--- config.mk ---
export PLATFORM = sky130hd
export DESIGN_NAME = mult_datapath
export DESIGN_NICKNAME = d
export VERILOG_FILES = /design/src/rtl/mult_datapath.sv
export SDC_FILE = /design/constraint.sdc
export NUM_CORES = 1
export LEC_CHECK = 0
export ABC_AREA = 1
export BUFFER_PORTS_ARGS = -buffer_cell sky130_fd_sc_hd__buf_4
export CORE_MARGIN = 1
export CORE_UTILIZATION = 30
export DETAILED_ROUTE_END_ITERATION = 12
export GPL_TIMING_DRIVEN = 0
export SYNTH_ARGS = -nofsm -noshare
export SYNTH_HDL_FRONTEND = slang
export SYNTH_SLANG_ARGS = --single-unit
export TNS_END_PERCENT = 100
--- constraint.sdc ---
create_clock -name Clk -period 4.55 [get_ports Clk]
set_clock_uncertainty 0.05 [all_clocks]
set_input_delay 0.455 -clock Clk [delete_from_list [all_inputs] [get_ports Clk]]
set_output_delay 0.455 -clock Clk [all_outputs]
set_load 0.005 [all_outputs]
--- src/rtl/mult_datapath.sv ---
// mult_datapath: X/A/B register datapath of the signed shift-add multiplier.
// It executes one command strobe per clock edge from the control unit and
// returns the current multiplier LSB (M) to that unit.
module mult_datapath #(
  parameter int WIDTH = 8
) (
  input  logic             Clk,
  input  logic             Reset,
  input  logic             Clr_Ld,
  input  logic             Clr_XA,
  input  logic             Add,
  input  logic             Sub,
  input  logic             Shift,
  input  logic [WIDTH-1:0] S,
  output logic             X,
  output logic [WIDTH-1:0] Aval,
  output logic [WIDTH-1:0] Bval,
  output logic             M
);

  logic [WIDTH:0] op_a;
  logic [WIDTH:0] op_b;
  logic [WIDTH:0] sum9;
  logic [WIDTH:0] carry;

  // Shared WIDTH+1-bit ripple adder; Sub selects the inverted operand and carry-in 1.
  always_comb begin
    op_a     = {Aval[WIDTH-1], Aval};
    op_b     = Sub ? ~{S[WIDTH-1], S} : {S[WIDTH-1], S};
    carry    = '0;
    sum9     = '0;
    carry[0] = Sub;
    for (int unsigned i = 0; i < WIDTH; i++) begin
      carry[i+1] = (op_a[i] & op_b[i]) | (carry[i] & (op_a[i] ^ op_b[i]));
    end
    for (int unsigned i = 0; i <= WIDTH; i++) begin
      sum9[i] = op_a[i] ^ op_b[i] ^ carry[i];
    end
  end

  // State update: only the highest-priority asserted strobe takes effect.
  always_ff @(posedge Clk or negedge Reset) begin
    if (!Reset) begin
      X    <= 1'b0;
      Aval <= '0;
      Bval <= '0;
    end else if (Clr_Ld) begin
      X    <= 1'b0;
      Aval <= '0;
      Bval <= S;
    end else if (Clr_XA) begin
      X    <= 1'b0;
      Aval <= '0;
    end else if (Sub || Add) begin
      // Sub outranks Add; the adder already follows Sub, so one branch serves both.
      if (M) begin
        X    <= sum9[WIDTH];
        Aval <= sum9[WIDTH-1:0];
      end
    end else if (Shift) begin
      Aval <= {X, Aval[WIDTH-1:1]};
      Bval <= {Aval[0], Bval[WIDTH-1:1]};
    end
  end

  // Multiplier LSB feeds the control unit with no extra latency.
  always_comb begin
    M = Bval[0];
  end

endmodule

Word-level counts from Yosys, hierarchy flattened
Index checks and enable logic that the tools add are counted.

operators by class
  add/sub/neg operators = 0
  multiply operators = 0
  divide/modulo/power cells = 0
  $lt $le $gt $ge = 0
  equal/unequal tests = 3
  shift operators = 0
  mux-type cells = 14
  bitwise operators = 43
  reduce and logical (&&, ||, !) cells = 8

operators by type and width
  operator                               number
  8-bit two-way mux                      9
  1-bit bitwise XOR                      18
  1-bit AND                              16
  9-bit two-way mux                      1
  9-bit NOT                              1
  1-bit OR                               8
  3-bit nonzero test                     2
  1-bit two-way mux                      4
  2-bit != test (second input constant)  2
  4-bit != test (second input constant)  1
  2-bit AND reduction                    2
  4-bit nonzero test                     1
  3-bit AND reduction                    1
  2-bit nonzero test                     1
  1-bit logical OR                       1

word-level totals
  flip-flop bits (word level) = 17
  bits in latches = 0
  RAM bits = 0
  memory bits (read-only) = 0
  input bits = 15
  logic and storage cells = 71
  memories kept = 0

Logic depth before layout (Yosys ltp)
  word-level depth = 24
  mapped depth = 17
  gate-level depth less buffers = 17

Worst setup path after synthesis
Ideal clock, no wire load.

  path type = in2reg
  start point = input Sub
  end point = register Aval[7]
  arrival = 3.327 ns
  slack = 1.057 ns
  stages on the path = 16
  path through = buf_6 xnor2_1 fa_1 fa_1 fa_1 inv_1 fa_1 inv_1 fa_1 inv_1 fa_1 fa_1 nand2_1 o21ai_0 nand2_1 nand2_1

on the way
  longest elaborated chain between the ends = 21
  elaborated cells on any way between the ends = 39

ends and longest elaborated chain
  item                    line  RTL
  start: declaration      12    input logic Sub,
  9-bit two-way mux       29    op_b = Sub ? ~{S[WIDTH-1], S} : {S[WIDTH-1], S};
  1-bit bitwise XOR       34    carry[i+1] = (op_a[i] & op_b[i]) | (carry[i] & (op_a[i] ^ op_b[i]));
  1-bit AND               34
  1-bit OR                34
  1-bit AND               34
  1-bit OR                34
  1-bit AND               34
  1-bit OR                34
  (+5 left out)           n/a
  1-bit OR                34
  1-bit AND               34
  1-bit OR                34
  1-bit bitwise XOR       37    sum9[i] = op_a[i] ^ op_b[i] ^ carry[i];
  8-bit two-way mux       56    if (M) begin
  8-bit two-way mux       54    end else if (Sub || Add) begin
  8-bit two-way mux       51    end else if (Clr_XA) begin
  8-bit two-way mux       47    end else if (Clr_Ld) begin
  end signal: assignment  58    Aval <= sum9[WIDTH-1:0];
  end signal: assignment  61    Aval <= {X, Aval[WIDTH-1:1]};
  end: declaration        16    output logic [WIDTH-1:0] Aval,

Parallel ways exist; a longest one is shown, timed or not. The select of a mux whose other input is x is not followed.
A chain may end at the register's enable or synchronous reset.

Worst setup path after layout
  start point = register Aval[0]
  end point = register Aval[7]

on the way
  longest elaborated chain between the ends = 20
  elaborated cells on any way between the ends = 21

ends and longest elaborated chain
  item                   line
  1-bit bitwise XOR      34
  1-bit AND              34
  1-bit OR (*)           34
  1-bit AND (*)          34
  1-bit OR (*)           34
  1-bit AND (*)          34
  1-bit OR (*)           34
  1-bit AND (*)          34
  (+4 left out)          n/a
  1-bit OR (*)           34
  1-bit AND (*)          34
  1-bit OR (*)           34
  1-bit bitwise XOR (*)  37
  8-bit two-way mux (*)  56
  8-bit two-way mux (*)  54
  8-bit two-way mux (*)  51
  8-bit two-way mux (*)  47

Every way passes the cells marked *; elsewhere a longest branch is shown, timed or not. The select of a mux whose other input is x is not followed.

==> flow_summary.ini <==
[outcome]
outcome = complete, but fails checks
violations = negative hold slack

[synthesis]
syn_inst = 154
yosysWarnings = 0
synthDistinctLibCells = 22
ys_seq_area_share_pct = 33.63
netlist.area_leader.share_pct = 33.63
syn-mean-instance-area_um2 = 8.214
syn_nets = 176
synth_area_leaders = dfrtp_1, nand2_1, fa_1, inv_1, o21ai_0
synthesis.area_um2 = 1265
synth_top_area_cell = dfrtp_1
synth-seq-cells = 17

[clock_tree]
worst_skew_pair.late_latency_ns = 0.26
path_clk_slew_ns = 0.07
cts_hold_buf = 0
cts_buffer_depth = 2
root_buffer = clkbuf_8
cts-htree-levels = 1
cts_buffers = 3
cts_setup_buffers = 0
cts_tree = done
cts_resized = 0
clock-sinks = 17

[place]
dpl.cell_count = 234
place_congestion = 0.7717
dp_hpwl_mm = 2.031
portBuffers = 30

[setup_path]
endpoint_kind = register
worstPathRequired_ns = 4.65
worstPathMaxFanout = 4
cp.arrival_ns = 3.61
startpoint_type = register
r2r_setup_slack_ns = 1.05
path_class = register to register

[routing]
dr.first_iter.drc_count = 38
first_pass_iters = 4
routed_wl_mm = 2.506
drc = 0
ant_nets = 0
vias = 976
wl_per_cell_um = 10.53
viasPerCell = 4.101

[floorplan]
initial_core_util_pct = 31.40
dieWidth_um = 66.94
die_h_um = 66.94
num_rows = 23
ios = 33
die-area_um2 = 4480
core_area_um2 = 4029

[worst_hold_path]
min_path_type = input pin to asynchronous set/reset pin

[timing]
slew_viol_final = 0
holdWs_ns = -0.005576
fmax_mhz = 285.3
period_share_pct = 77.02
worst_pin_slew_ns = 0.2191
setup_violations = 0
hold_viol_final = 10
max_slew_margin_pct = 85.24
rsz0062_at_grt = false
period_needed_ns = 3.505
fin_tns_setup_ns = 0

[layout]
syn_to_final_growth_pct = 26.31
drive_gt1_share_pct = 31.38
finalNetCount = 211
n_antenna_cell = 0
final_cells = 238
num-fill-cells = 420

[grt]
grt_pass1_vias = 935
grt_first_pass_wirelength_mm = 4.347
grt-ovfl-total = 0
grt_max_degree = 18
antenna_found_initial = 0
track_usage_pct = 13.58

[power_and_ir_drop]
p_leak_uw = 0.0008114
ir_drop_mv = 0.1190
power.density_nw_per_um2 = 265.0

[flow_run]
drv_cap = 0
## report_power, final
part	switching [uW]	leakage (uW)	total [uW]	internal (uW)
Combinational	67.5	0.000565	130	62.5
Sequential	10.7	0.000224	176	165
Clock	55.3	0.0000228	118	62.3
## layer usage
metal | GRT usage (%) | part of all wire, % | vias up
li1 | - | - | 530
met1 | 17.31 | 47 | 413
met2 | 20.83 | 44 | 24
met3 | 3.082 | 4.2 | 9
met4 | 7.713 | 3.9 | 0
met5 | 0 | 0 | -
## flip-flops by register name, summed over array words and instances, names as in the netlist
name	count
Aval	8
Bval	8
X	1
## critical path, stage by stage (launching register included)
cell and delay (ns):
dfrtp_1 0.40, inv_1 0.08, nand2_1 0.08, o21ai_0 0.11, fa_1 0.39, fa_1 0.39
fa_1 0.37, inv_1 0.07, fa_1 0.15, inv_1 0.05, fa_1 0.34, inv_1 0.07
fa_1 0.17, fa_1 0.40, nand2_1 0.08, o21ai_0 0.07, nand2_1 0.07, nand2_1 0.04
## synthesized netlist by cell type
cell type   n
fa_1        7
nand2_2     3
nand2_4     3
nand2_1    54
nor3_1      1
nand3_2     1
nor2_8      1
xor2_1      2
o21ai_1     1
inv_1      23
nand3_1     2
buf_12      1
nor2_2      1
buf_2       1
xnor2_1     5
o21ai_0    16
dfrtp_1    17
buf_6       3
o21ai_2     9
buf_4       1
nor2_4      1
inv_2       1
## worst paths after layout
path,from,to,cells past startpoint
worst min-delay path,Reset,X$_DFFE_PN0P_,1
min in group Clk,Clr_XA,X$_DFFE_PN0P_,4
max in group asynchronous,Reset,Bval[5]$_DFFE_PN0P_,1
worst max register to register,Aval[0]$_DFFE_PN0P_,Aval[7]$_DFFE_PN0P_,17
worst min register to register,Aval[5]$_DFFE_PN0P_,Aval[5]$_DFFE_PN0P_,2
worst max-delay path,Aval[0]$_DFFE_PN0P_,Aval[7]$_DFFE_PN0P_,17
## layout make-up
type	instances	area (um^2)	share of cell area, %
clock buffers	4	45.04	2.819
flip-flops and latches	17	425.4	26.62
inverters	24	90.09	5.638
multi-input cells	107	683.2	42.76
repair buffers	30	225.2	14.10
plain buffers	6	66.31	4.150
well taps	50	62.56	3.915
## metrics by stage
stage / setup WS (ns) / power [uW] / util, % / area [um^2]
global placement: 0.9409 / 308.5 / 38.54 / 1553
floorplan: 1.057 / 258.3 / - / 1265
CTS: 1.060 / 428.5 / 39.66 / 1598
global route: 0.8082 / 457.0 / 39.66 / 1598
detailed placement: 0.9452 / 310.1 / 38.54 / 1553
finish: 1.045 / 423.4 / 39.66 / 1598
## layout by cell type (no fill, tap or decap)
cell type and instances:
buf_12 1, buf_2 1, buf_4 31, buf_6 3, clkbuf_1 1, clkbuf_8 3, dfrtp_1 17, fa_1 7
inv_1 23, inv_2 1, nand2_1 54, nand2_2 3, nand2_4 3, nand3_1 2, nand3_2 1, nor2_2 1
nor2_4 1, nor2_8 1, nor3_1 1, o21ai_0 16, o21ai_1 1, o21ai_2 9, xnor2_1 5, xor2_1 2
## cells by family after synthesis
kind of cell               count (synthesis)  share of synthesized area [%]
adders and majority gates                  7                          11.08
DFF                                       17                          33.63
AOI/OAI and AO/OA                         26                          12.96
and+or+nand+nor                           67                          25.12
buffers and inverters                     30                          12.36
xor gates and xnor gates                   7                          4.847
No activity file was read; power rests on OpenSTA's default activity.
